File: src/rtl/ddr3_mon_pkg.sv
// Shared types and command decode for the passive DDR3 bank monitor.
package ddr3_mon_pkg;

  // Decoded command on one ck edge.
  typedef enum logic [4:0] {
    CMD_NOP,
    CMD_DES,
    CMD_MRS,
    CMD_REF,
    CMD_SRE,
    CMD_SRX,
    CMD_PRE,
    CMD_PREA,
    CMD_ACT,
    CMD_WR,
    CMD_WRAP,
    CMD_RD,
    CMD_RDAP,
    CMD_PDE,
    CMD_PDX,
    CMD_ZQCL,
    CMD_ZQCS,
    CMD_UNK
  } cmd_t;

  // Violation codes; a lower code has higher priority.
  typedef enum logic [3:0] {
    ERR_NONE,
    ERR_RFC,
    ERR_MRD,
    ERR_ACT,
    ERR_RCD,
    ERR_CLOSED,
    ERR_RAS,
    ERR_REF,
    ERR_UNK
  } err_t;

  // Per-bank row state.
  typedef enum logic [1:0] {
    BANK_IDLE,
    BANK_ACTIVATING,
    BANK_ACTIVE,
    BANK_PRECHARGING
  } bank_state_t;

  // Command truth table. A12 (burst chop) does not change the command class,
  // so it is not an input here. SRX and PDX share a pin pattern and are told
  // apart by whether self-refresh was entered earlier.
  function automatic cmd_t decode_cmd(
    input logic prev_cke,
    input logic cke,
    input logic cs_n,
    input logic ras_n,
    input logic cas_n,
    input logic we_n,
    input logic a10,
    input logic in_sr
  );
    cmd_t       c;
    logic [2:0] rcw;
    rcw = {ras_n, cas_n, we_n};
    c   = CMD_UNK;
    case ({prev_cke, cke})
      2'b11: begin
        if (cs_n) begin
          c = CMD_DES;
        end else begin
          case (rcw)
            3'b000:  c = CMD_MRS;
            3'b001:  c = CMD_REF;
            3'b010:  c = a10 ? CMD_PREA : CMD_PRE;
            3'b011:  c = CMD_ACT;
            3'b100:  c = a10 ? CMD_WRAP : CMD_WR;
            3'b101:  c = a10 ? CMD_RDAP : CMD_RD;
            3'b110:  c = a10 ? CMD_ZQCL : CMD_ZQCS;
            default: c = CMD_NOP;
          endcase
        end
      end
      2'b10: begin
        if (!cs_n && rcw == 3'b001)       c = CMD_SRE;
        else if (cs_n || rcw == 3'b111)   c = CMD_PDE;
        else                              c = CMD_UNK;
      end
      2'b01: begin
        if (cs_n || rcw == 3'b111)        c = in_sr ? CMD_SRX : CMD_PDX;
        else                              c = CMD_UNK;
      end
      default: c = CMD_NOP;  // cke held low: bus is ignored by the DRAM
    endcase
    return c;
  endfunction

  // Anything other than NOP/DES counts as a real command.
  function automatic logic is_valid_cmd(input cmd_t c);
    return (c != CMD_NOP) && (c != CMD_DES);
  endfunction

  // Column accesses, with or without auto-precharge.
  function automatic logic is_rw_cmd(input cmd_t c);
    return (c == CMD_RD) || (c == CMD_RDAP) || (c == CMD_WR) || (c == CMD_WRAP);
  endfunction

endpackage

File: src/rtl/ddr3_bank_fsm.sv
// One DRAM bank: row state, latched row and the tRCD/tRP/tRAS counters.
// All checks use the post-expiry view of the bank so that a command landing
// on the same edge a counter runs out is judged against the settled state.
module ddr3_bank_fsm
  import ddr3_mon_pkg::*;
#(
  parameter int ADDR_BITS = 16,
  parameter int T_RCD     = 5,
  parameter int T_RP      = 5,
  parameter int T_RAS     = 15,
  parameter int CNT_W     = 8
) (
  input  logic                 ck,
  input  logic                 rst,
  input  cmd_t                 cmd,
  input  logic                 hit,
  input  logic [ADDR_BITS-1:0] row_in,
  output bank_state_t          state,
  output logic                 open,
  output logic [ADDR_BITS-1:0] row,
  output logic                 act_err,
  output logic                 rcd_err,
  output logic                 closed_err,
  output logic                 ras_err
);

  bank_state_t          state_reg;
  bank_state_t          state_eff;
  logic [CNT_W-1:0]     rcd_cnt_reg;
  logic [CNT_W-1:0]     rp_cnt_reg;
  logic [CNT_W-1:0]     ras_cnt_reg;
  logic [CNT_W-1:0]     rcd_dec;
  logic [CNT_W-1:0]     rp_dec;
  logic [CNT_W-1:0]     ras_dec;
  logic [ADDR_BITS-1:0] row_reg;
  logic                 pre_hit;
  logic                 close_now;

  // Saturating decrements: the value each counter takes on this edge.
  assign rcd_dec = (rcd_cnt_reg == '0) ? '0 : rcd_cnt_reg - CNT_W'(1);
  assign rp_dec  = (rp_cnt_reg  == '0) ? '0 : rp_cnt_reg  - CNT_W'(1);
  assign ras_dec = (ras_cnt_reg == '0) ? '0 : ras_cnt_reg - CNT_W'(1);

  // Bank state after any counter expiring on this edge.
  always_comb begin
    state_eff = state_reg;
    if (state_reg == BANK_ACTIVATING && rcd_dec == '0)  state_eff = BANK_ACTIVE;
    if (state_reg == BANK_PRECHARGING && rp_dec == '0)  state_eff = BANK_IDLE;
  end

  assign open    = (state_eff == BANK_ACTIVATING) || (state_eff == BANK_ACTIVE);
  assign pre_hit = (cmd == CMD_PRE && hit) || (cmd == CMD_PREA);

  // Explicit precharge closes any open row; auto-precharge only from ACTIVE.
  assign close_now = (pre_hit && open) ||
                     (((cmd == CMD_RDAP) || (cmd == CMD_WRAP)) && hit &&
                      state_eff == BANK_ACTIVE);

  assign act_err    = (cmd == CMD_ACT) && hit && (state_eff != BANK_IDLE);
  assign rcd_err    = is_rw_cmd(cmd) && hit && (state_eff == BANK_ACTIVATING);
  assign closed_err = is_rw_cmd(cmd) && hit &&
                      ((state_eff == BANK_IDLE) || (state_eff == BANK_PRECHARGING));
  assign ras_err    = pre_hit && open && (ras_dec != '0);

  // Bank state, counters and row; violating commands still take effect.
  always_ff @(posedge ck) begin
    if (rst) begin
      state_reg   <= BANK_IDLE;
      rcd_cnt_reg <= '0;
      rp_cnt_reg  <= '0;
      ras_cnt_reg <= '0;
      row_reg     <= '0;
    end else begin
      state_reg   <= state_eff;
      rcd_cnt_reg <= rcd_dec;
      rp_cnt_reg  <= rp_dec;
      ras_cnt_reg <= ras_dec;
      if (cmd == CMD_ACT && hit) begin
        state_reg   <= BANK_ACTIVATING;
        rcd_cnt_reg <= CNT_W'(T_RCD);
        ras_cnt_reg <= CNT_W'(T_RAS);
        row_reg     <= row_in;
      end else if (close_now) begin
        state_reg  <= BANK_PRECHARGING;
        rp_cnt_reg <= CNT_W'(T_RP);
      end
    end
  end

  assign state = state_reg;
  assign row   = row_reg;

endmodule

File: src/rtl/ddr3_bank_monitor.sv
// Passive DDR3 command-bus monitor: decodes commands, tracks every bank and
// reports the highest-priority timing/protocol violation each cycle.
module ddr3_bank_monitor
  import ddr3_mon_pkg::*;
#(
  parameter int BA_BITS   = 3,
  parameter int ADDR_BITS = 16,
  parameter int T_RCD     = 5,
  parameter int T_RP      = 5,
  parameter int T_RAS     = 15,
  parameter int T_RFC     = 44,
  parameter int T_MRD     = 4,
  parameter int CNT_W     = 8
) (
  input  logic                    ck,
  input  logic                    rst,
  input  logic                    cke,
  input  logic                    cs_n,
  input  logic                    ras_n,
  input  logic                    cas_n,
  input  logic                    we_n,
  input  logic [BA_BITS-1:0]      ba,
  input  logic [ADDR_BITS-1:0]    addr,
  output cmd_t                    cmd,
  output logic                    cmd_valid,
  output logic [(2**BA_BITS)-1:0] bank_open,
  output logic [ADDR_BITS-1:0]    open_row,
  input  logic [BA_BITS-1:0]      query_ba,
  output logic                    err_valid,
  output err_t                    err_code,
  output logic [BA_BITS-1:0]      err_bank
);

  localparam int NUM_BANKS = 2**BA_BITS;

  logic                 prev_cke_reg;
  logic                 in_sr_reg;
  logic [CNT_W-1:0]     rfc_cnt_reg;
  logic [CNT_W-1:0]     mrd_cnt_reg;
  logic [CNT_W-1:0]     rfc_dec;
  logic [CNT_W-1:0]     mrd_dec;
  cmd_t                 cmd_reg;
  logic                 cmd_valid_reg;
  logic                 err_valid_reg;
  err_t                 err_code_reg;
  logic [BA_BITS-1:0]   err_bank_reg;
  err_t                 err_code_next;
  logic [BA_BITS-1:0]   err_bank_next;

  cmd_t                 cmd_now;
  logic                 valid_now;
  logic [NUM_BANKS-1:0] act_vec;
  logic [NUM_BANKS-1:0] rcd_vec;
  logic [NUM_BANKS-1:0] closed_vec;
  logic [NUM_BANKS-1:0] ras_vec;
  logic [NUM_BANKS-1:0] open_vec;
  bank_state_t          st_arr  [NUM_BANKS];
  logic [ADDR_BITS-1:0] row_arr [NUM_BANKS];

  // Lowest set index, used to pick the reported bank for multi-bank errors.
  function automatic logic [BA_BITS-1:0] lowest_set(input logic [NUM_BANKS-1:0] v);
    logic [BA_BITS-1:0] idx;
    idx = '0;
    for (int i = NUM_BANKS - 1; i >= 0; i--) begin
      if (v[i]) idx = BA_BITS'(i);
    end
    return idx;
  endfunction

  assign cmd_now   = decode_cmd(prev_cke_reg, cke, cs_n, ras_n, cas_n, we_n,
                                addr[10], in_sr_reg);
  assign valid_now = is_valid_cmd(cmd_now);

  assign rfc_dec = (rfc_cnt_reg == '0) ? '0 : rfc_cnt_reg - CNT_W'(1);
  assign mrd_dec = (mrd_cnt_reg == '0) ? '0 : mrd_cnt_reg - CNT_W'(1);

  generate
    for (genvar gi = 0; gi < NUM_BANKS; gi++) begin : g_bank
      ddr3_bank_fsm #(
        .ADDR_BITS (ADDR_BITS),
        .T_RCD     (T_RCD),
        .T_RP      (T_RP),
        .T_RAS     (T_RAS),
        .CNT_W     (CNT_W)
      ) u_bank (
        .ck         (ck),
        .rst        (rst),
        .cmd        (cmd_now),
        .hit        (ba == BA_BITS'(gi)),
        .row_in     (addr),
        .state      (st_arr[gi]),
        .open       (open_vec[gi]),
        .row        (row_arr[gi]),
        .act_err    (act_vec[gi]),
        .rcd_err    (rcd_vec[gi]),
        .closed_err (closed_vec[gi]),
        .ras_err    (ras_vec[gi])
      );
      assign bank_open[gi] = (st_arr[gi] == BANK_ACTIVATING) ||
                             (st_arr[gi] == BANK_ACTIVE);
    end
  endgenerate

  assign open_row = row_arr[query_ba];

  // Error priority encoder: the lowest code present this edge wins.
  always_comb begin
    err_code_next = ERR_NONE;
    err_bank_next = ba;
    if (valid_now && rfc_dec != '0) begin
      err_code_next = ERR_RFC;
    end else if (valid_now && mrd_dec != '0) begin
      err_code_next = ERR_MRD;
    end else if (|act_vec) begin
      err_code_next = ERR_ACT;
      err_bank_next = lowest_set(act_vec);
    end else if (|rcd_vec) begin
      err_code_next = ERR_RCD;
      err_bank_next = lowest_set(rcd_vec);
    end else if (|closed_vec) begin
      err_code_next = ERR_CLOSED;
      err_bank_next = lowest_set(closed_vec);
    end else if (|ras_vec) begin
      err_code_next = ERR_RAS;
      err_bank_next = lowest_set(ras_vec);
    end else if (cmd_now == CMD_REF && |open_vec) begin
      err_code_next = ERR_REF;
      err_bank_next = lowest_set(open_vec);
    end else if (cmd_now == CMD_UNK) begin
      err_code_next = ERR_UNK;
    end
  end

  // Decode register, global tRFC/tMRD counters, self-refresh tracking and error outputs.
  always_ff @(posedge ck) begin
    if (rst) begin
      prev_cke_reg  <= 1'b1;
      in_sr_reg     <= 1'b0;
      rfc_cnt_reg   <= '0;
      mrd_cnt_reg   <= '0;
      cmd_reg       <= CMD_NOP;
      cmd_valid_reg <= 1'b0;
      err_valid_reg <= 1'b0;
      err_code_reg  <= ERR_NONE;
      err_bank_reg  <= '0;
    end else begin
      prev_cke_reg <= cke;
      if (cmd_now == CMD_SRE)      in_sr_reg <= 1'b1;
      else if (cmd_now == CMD_SRX) in_sr_reg <= 1'b0;
      rfc_cnt_reg   <= (cmd_now == CMD_REF) ? CNT_W'(T_RFC) : rfc_dec;
      mrd_cnt_reg   <= (cmd_now == CMD_MRS) ? CNT_W'(T_MRD) : mrd_dec;
      cmd_reg       <= cmd_now;
      cmd_valid_reg <= valid_now;
      err_valid_reg <= (err_code_next != ERR_NONE);
      err_code_reg  <= err_code_next;
      err_bank_reg  <= err_bank_next;
    end
  end

  assign cmd       = cmd_reg;
  assign cmd_valid = cmd_valid_reg;
  assign err_valid = err_valid_reg;
  assign err_code  = err_code_reg;
  assign err_bank  = err_bank_reg;

endmodule

File: config.mk
export PLATFORM = sky130hd
export DESIGN_NAME = ddr3_bank_monitor
export DESIGN_NICKNAME = d
export VERILOG_FILES = /design/src/rtl/ddr3_mon_pkg.sv /design/src/rtl/ddr3_bank_fsm.sv /design/src/rtl/ddr3_bank_monitor.sv
export SDC_FILE = /design/constraint.sdc
export NUM_CORES = 1
export LEC_CHECK = 0
export CORE_UTILIZATION = 40
export CTS_CLUSTER_DIAMETER = 200
export DETAILED_ROUTE_END_ITERATION = 10
export PLACE_DENSITY = 0.55
export SKIP_CTS_REPAIR_TIMING = 1
export SLEW_MARGIN = 30
export SYNTH_ARGS = -nofsm -noshare
export SYNTH_HDL_FRONTEND = slang
export SYNTH_HIERARCHICAL = 1
export SYNTH_SLANG_ARGS = --single-unit
File: constraint.sdc
create_clock -name ck -period 9.4 [get_ports ck]
set_input_delay 1.88 -clock ck [delete_from_list [all_inputs] [get_ports ck]]
set_output_delay 1.88 -clock ck [all_outputs]
set_load 0.005 [all_outputs]
### Word level (Yosys, flattened, before mapping)

Index checks and enable logic that the tools add are counted.

| word-level totals | value |
|---|---|
| register bits | 368 |
| word-level logic and storage cells | 579 |

| operators by class | value |
|---|---|
| muxes and demuxes | 163 |
| $add $sub $neg | 26 |
| order comparisons | 1 |
| equal/unequal tests | 78 |
| bitwise logic cells | 1 |
| reduce and logical (&&, ||, !) cells | 235 |

Operator list:

| kind | number |
|---|---|
| logical NOT 8 bit | 42 |
| two-way mux 8 bit | 42 |
| subtractor 8 x 1 -> 8 bit, second input constant | 26 |
| two-way mux 3 bit | 57 |
| logical AND 1 bit | 101 |
| nonzero test 8 bit | 10 |
| == test 2 bit, second input constant | 34 |
| two-way mux 4 bit | 17 |
| two-way mux 2 bit | 25 |
| binary-select mux 16 bit (select 3 bit) | 1 |
| logical OR 1 bit | 45 |
| OR reduction 8 bit | 5 |
| case mux 5 bit (7 select lines) | 1 |
| == test 2 x 1 -> 1 bit, second input constant | 17 |
| two-way mux 16 bit | 2 |
| == test 5 x 4 -> 1 bit, second input constant | 5 |
| two-way mux 5 bit | 5 |
| == test 3 bit, second input constant | 8 |
| == test 5 x 3 -> 1 bit, second input constant | 4 |
| OR reduction 2 bit | 10 |
| nonzero test 2 bit | 9 |
| logical NOT 2 bit | 8 |
| case mux 5 bit (3 select lines) | 1 |
| == test 3 x 2 -> 1 bit, second input constant | 4 |
| other kinds (12) | 25 |

### Logic depth before layout (Yosys ltp)

| logic depth | value |
|---|---|
| word-level depth | 24 |
| mapped depth | 18 |
| mapped depth without buffers | 17 |

### Modules after synthesis

Netlist, hierarchy kept.

By module, submodules not included:

| module | cells each | area an instance (sq um) | instances | sequential area each (sq um) |
|---|---|---|---|---|
| ddr3_bank_fsm (g_bank[0].u_bank ...) | 249 | 2053.2 | 4 | 840.8 |
| ddr3_bank_fsm (g_bank[6].u_bank ...) | 259 | 2118.3 | 2 | 840.8 |
| ddr3_bank_monitor | 362 | 3156.8 | 1 | 640.6 |
| ddr3_bank_fsm (g_bank[5].u_bank) | 249 | 2114.5 | 1 | 840.8 |
| ddr3_bank_fsm (g_bank[1].u_bank) | 249 | 2059.5 | 1 | 840.8 |

### Least setup slack after synthesis

OpenSTA, ideal clock, no wires.

| timing | value |
|---|---|
| path type | input -> register |
| start | in ras_n |
| end | reg err_bank_reg[1] (netlist: err_bank[1]) |
| arrival time | 5.593 ns |
| library setup time | 0.095 ns |
| setup slack | 3.711 ns |
| required time | 9.305 ns |
| stages on the path | 17 |
| cells stage by stage | buf_2 > nor2b_1 > o22ai_1 > a21oi_1 > or3_1 > clkbuf_1 > inv_1 > o21ai_0 > nand4_1 > nor2_1 > nor4_1 > and2_1 > nand3_1 > or4_1 > nand3_1 > o21ai_0 > a221oi_1 |

| on the way | value |
|---|---|
| elaborated cells on any way between the ends | 148 |
| those cells by class | 16 x eq/ne; 45 x mux; 87 x reduce/logical |

RTL lines:

| item | line | source |
|---|---|---|
| start: declaration | ddr3_bank_monitor.sv:19 | `input logic ras_n,` |
| branches (longest 4 deep; another with case mux 5 bit (7 select lines)) | -- |  |
| case mux 5 bit (3 select lines) (*) | ddr3_mon_pkg.sv:64 | `case ({prev_cke, cke})` |
| named net cmd_now[2] | ddr3_bank_monitor.sv:50 | `cmd_t cmd_now;` |
| == test 5 x 4 -> 1 bit | ddr3_mon_pkg.sv:102 | `return (c == CMD_RD) \|\| (c == CMD_RDAP) \|\| (c == CMD_WR) \|\| (c == CMD_WRAP);` |
| logical OR 1 bit (2 in a row) | ddr3_mon_pkg.sv:102 |  |
| logical OR 1 bit (*) | ddr3_mon_pkg.sv:102 |  |
| logical AND 1 bit (*) (2 in a row) | ddr3_bank_fsm.sv:60 | `assign rcd_err = is_rw_cmd(cmd) && hit && (state_eff == BANK_ACTIVATING);` |
| named net rcd_vec[6] | ddr3_bank_monitor.sv:53 | `logic [NUM_BANKS-1:0] rcd_vec;` |
| two-way mux 3 bit (7 in a row) | ddr3_bank_monitor.sv:65 | `if (v[i]) idx = BA_BITS'(i);` |
| two-way mux 3 bit (*) | ddr3_bank_monitor.sv:117 | `end else if (\|rcd_vec) begin` |
| two-way mux 3 bit (*) | ddr3_bank_monitor.sv:114 | `end else if (\|act_vec) begin` |
| two-way mux 3 bit (*) | ddr3_bank_monitor.sv:112 | `end else if (valid_now && mrd_dec != '0) begin` |
| two-way mux 3 bit (*) | ddr3_bank_monitor.sv:110 | `if (valid_now && rfc_dec != '0) begin` |
| end signal: assignment | ddr3_bank_monitor.sv:156 | `err_bank_reg <= err_bank_next;` |
| end: declaration | ddr3_bank_monitor.sv:46 | `logic [BA_BITS-1:0] err_bank_reg;` |

Mark *: on every way through the listed nets, which the timed path passes.
A chain may end at the register's enable or synchronous reset.

### Final worst setup path

| timing | value |
|---|---|
| start | in addr[10] |
| end | reg err_bank_reg[1] (netlist: err_bank[1]) |

| on the way | value |
|---|---|
| elaborated cells on any way between the ends | 139 |
| those cells by class | 9 x eq/ne; 46 x mux; 84 x reduce/logical |

RTL lines:

| item | line | source |
|---|---|---|
| start: declaration | ddr3_bank_monitor.sv:23 | `input logic [ADDR_BITS-1:0] addr,` |
| two-way mux 5 bit (tied with other cells) | ddr3_mon_pkg.sv:76 | `3'b110: c = a10 ? CMD_ZQCL : CMD_ZQCS;` |
| case mux 5 bit (7 select lines) (*) | ddr3_mon_pkg.sv:69 | `case (rcw)` |
| two-way mux 5 bit (*) | ddr3_mon_pkg.sv:66 | `if (cs_n) begin` |
| case mux 5 bit (3 select lines) (*) | ddr3_mon_pkg.sv:64 |  |
| named net cmd_now[0] | ddr3_bank_monitor.sv:50 |  |
| == test 5 x 4 -> 1 bit | ddr3_mon_pkg.sv:102 |  |
| logical OR 1 bit (2 in a row) | ddr3_mon_pkg.sv:102 |  |
| logical OR 1 bit (*) | ddr3_mon_pkg.sv:102 |  |
| logical AND 1 bit (*) (2 in a row) | ddr3_bank_fsm.sv:60 |  |
| named net rcd_vec[1] | ddr3_bank_monitor.sv:53 |  |
| two-way mux 3 bit (2 in a row) | ddr3_bank_monitor.sv:65 |  |
| two-way mux 3 bit (*) | ddr3_bank_monitor.sv:117 |  |
| two-way mux 3 bit (*) | ddr3_bank_monitor.sv:114 |  |
| two-way mux 3 bit (*) | ddr3_bank_monitor.sv:112 |  |
| two-way mux 3 bit (*) | ddr3_bank_monitor.sv:110 |  |

Mark *: on every way through the listed nets, which the timed path passes. The rest lies on a longest branch.

==> metrics.md <==
| Metric | Value |
|---|---|
| Nets | 2493 |
| Main synth FF type | dfxtp_1 |
| CTS max path bufs | 3 |
| Hold Path Class | flop to flop |
| Yosys reg bits | 368 |
| GRT Total Usage | 0.209 |
| Buffer and inverter count on the worst path | 3 |
| Setup crit start kind | input pin |
| Slew margin rel. | 0.350 |
| Die ar. | 0.0503 sq mm |
| Max reg flops | 128 |
| Peak VDD IR | 0.000188 V |
| Drt drc | 0 |
| Final Slew Violations | 0 |
| CP Max Fanout | 38 |
| Vias in the first global route | 16.3k |
| Worst Setup Path Type | input pin to flop |
| Final setup fails | 0 |
| CTS buffer count | 44 |
| Antenna-violating nets left | 0 |
| Ports | 67 |
| Initial antenna violation count | 3 |
| Largest net degree at the start of global routing | 126 |
| Die H | 224 um |
| Crit path max-delay cell type | clkdlybuf4s50_1 |
| TritonCTS clock tree | yes |
| Setup_tns | 0 ns |
| Pwr Density | 305 mW/mm^2 |
| Final worst path period need | 6.22 ns |
| Cell Chain, Critical Path | clkdlybuf4s50_1 > nor2b_1 > a2111oi_1 > nor2_1 > a21oi_1 > inv_1 > buf_4 > nor2_1 > xor2_1 > nor2_1 > and4_1 > nor4_1 > and2_1 > nand3_1 > or4_1 > nand3_1 > o21ai_0 > a221oi_1 |
| Sequential-to-total area share from yosys stat | 0.372 |
| Initial Util | 0.405 |
| Most common cell after layout, fill and taps aside | nand2_1 |
| Yosys cell types | 102 |
| Number of I/O port buffers | 66 |
| Tcrit/Tclk final | 0.662 |
| Max cap viols | 0 |
| # rows | 81 |
| Actual slew at the worst max-slew pin | 0.975 ns |
| Clk pin slew, worst setup/hold paths | 0.06 ns |
| Pwr Total | 0.00686 W |
| DRT Pass-1 Iters | 5 |
| Crit path DAT | 6.68 ns |
| Final hold viol count | 0 |
| Crit path max-delay family | simple AND/OR/NAND/NOR gates |
| Initial DRC count | 993 |
| FMAX | 0.161 GHz |
| Hold Crit Start | g_bank[7].u_bank/row[10] |
| Gpl congestion | 0.860 |
| YS warnings | 6 |
| Unrepaired setup endpoints after global routing | false |
| Number of levels in the clock H-tree | 2 |
| Syn avg cell area | 8.33 sq um |
| Synth Net Count | 2461 |
| FF-to-FF Start | prev_cke_reg |
| DR vias/cell | 5.44 |
| EDFF count, synth | 0 |
| Share of cells above drive strength 1 | 0.0959 |
| Root buf cell | clkbuf_16 |
| Core area | 0.0488 sq mm |
| Die width | 224 um |
| Routed wire per std cell | 16.9 um |
| First-pass GRT wire length | 85.1 mm |
| Max stage delay on crit path | 0.82 ns |
| P&R area growth vs syn | 13.6% |
| Clk_lat worst skew | 0.57 ns |
| DP Wirelength | 36.3 mm |
| Outcome | complete, no violations |
| Vias | 16.9k |
| Total gr overflow | 0 |
| Post-detailed-routing wire length | 52.6 mm |
| Clock sinks | 368 |
| Syn Inst Count | 2374 |
| Launch point of the worst path | addr[10] |
| Most frequent cells in the layout | nand2_1 (371), dfxtp_1 (368), a21oi_1 (269), nor2_1 (227), nor3_1 (111) |
| Synthesized area | 0.0198 sq mm |
| Worst path required time | 9.86 ns |
| Crit-path most repeated cell | nor2_1 |
| Leakage | 8.38 nW |
| CP Capture Type | flop |
| Async S/R FF share, synth | 0 |
| Clock skew | 0.0154 ns |
==> worst paths after layout <==
path              slack, ns                       end  depth (start not counted)
setup / recovery       3.18               err_bank[1]                         18
hold reg to reg        0.45  g_bank[7].u_bank/row[10]                          2
setup reg to reg       5.12               err_bank[1]                         17
hold / removal         0.45  g_bank[7].u_bank/row[10]                          2
==> power by group <==
part | switching (W) | internal, W | total (W) | leakage [nW]
combinational | 0.00150 | 0.00130 | 0.00280 | 4.65
clock | 0.000680 | 0.00103 | 0.00171 | 0.717
sequential | 0.000411 | 0.00194 | 0.00235 | 3.01
total | 0.00259 | 0.00426 | 0.00686 | 8.38
==> cell type report <==
type                       count  area [sq um]
fill                        4826         26400
multi-input combinational   1804         11600
sequential                   368          7370
clock buffer                  66          1330
tap                          664           831
timing repair buffer          84           795
inverter                     104           390
clock inverter                13           135
antenna                        1          2.50
==> worst register-to-register path, cell delays in order (launching register included) <==
cell,delay [ns]
dfxtp_1,0.51
and3b_1,0.22
a21oi_1,0.14
nand2_1,0.09
a21oi_1,0.45
inv_1,0.09
buf_4,0.28
nor2_1,0.18
xor2_1,0.20
nor2_1,0.07
and4_1,0.24
nor4_1,0.46
and2_1,0.22
nand3_1,0.10
or4_1,0.49
nand3_1,0.09
o21ai_0,0.09
a221oi_1,0.27
==> kinds of logic (layout without fill, tap and decap cells) <==
family,Yosys count,in the layout,synth area share
muxes,82,82,0.0631
buffers and inverters,202,267,0.0432
adders and majority gates,59,59,0.0373
DFF,368,368,0.372
AOI/OAI and AO/OA,460,460,0.150
xor gates and xnor gates,105,105,0.0465
other,0,1,0
and+or+nand+nor,1098,1098,0.288
==> cell usage after synthesis (7+ instances only) <==
cell	number	area [sq um]
nand2b_1	45	282
xor2_1	45	394
and3_1	15	93.8
mux2_2	18	203
and2_1	11	68.8
nor4_1	39	244
xnor2_1	60	526
o41ai_1	9	78.8
dfxtp_1	368	7370
or2_2	17	106
nor4b_1	18	158
or4b_1	7	70.1
o31a_1	8	70.1
mux4_2	32	721
a21oi_1	269	1350
nor2_1	227	852
o31ai_1	8	60.1
o21ai_0	32	160
nand3_1	30	150
ha_1	58	726
or3_1	25	156
nor3_1	111	556
or3_4	8	90.1
nand3b_1	30	225
nand4_1	9	56.3
nor3b_1	31	233
nand4b_1	9	78.8
nor2b_1	30	188
o21a_1	12	90.1
mux2i_1	31	310
buf_4	9	67.6
a31oi_1	10	62.6
or4_1	18	135
buf_2	10	50.1
nand2_1	371	1390
clkbuf_1	65	244
inv_1	103	387
==> metal layers <==
| layer | up-vias | GRT usage | share of wire | wire (um) |
|---|---|---|---|---|
| met4 | 2 | 0.0709 | 0.025 | 1290 |
| met5 | - | 0 | 0.00019 | 10 |
| met1 | 8007 | 0.273 | 0.46 | 24300 |
| li1 | 8452 | - | - | - |
| met3 | 78 | 0.0388 | 0.053 | 2780 |
| met2 | 334 | 0.345 | 0.46 | 24200 |
==> through the flow <==
stage	utilization	hold slack [ns]	setup WS, ns	instances	instance area, sq um
6_report	0.460	0.449	3.18	3104	22500
4_1_cts	0.460	0.450	3.25	3103	22500
3_3_place_gp	0.430	0.438	2.72	3024	21000
3_5_place_dp	0.430	0.443	2.64	3024	21000
2_1_floorplan	-	0.426	3.71	2374	19800
5_1_grt	0.460	0.469	2.83	3104	22500
(Power assumes the default switching activity.)
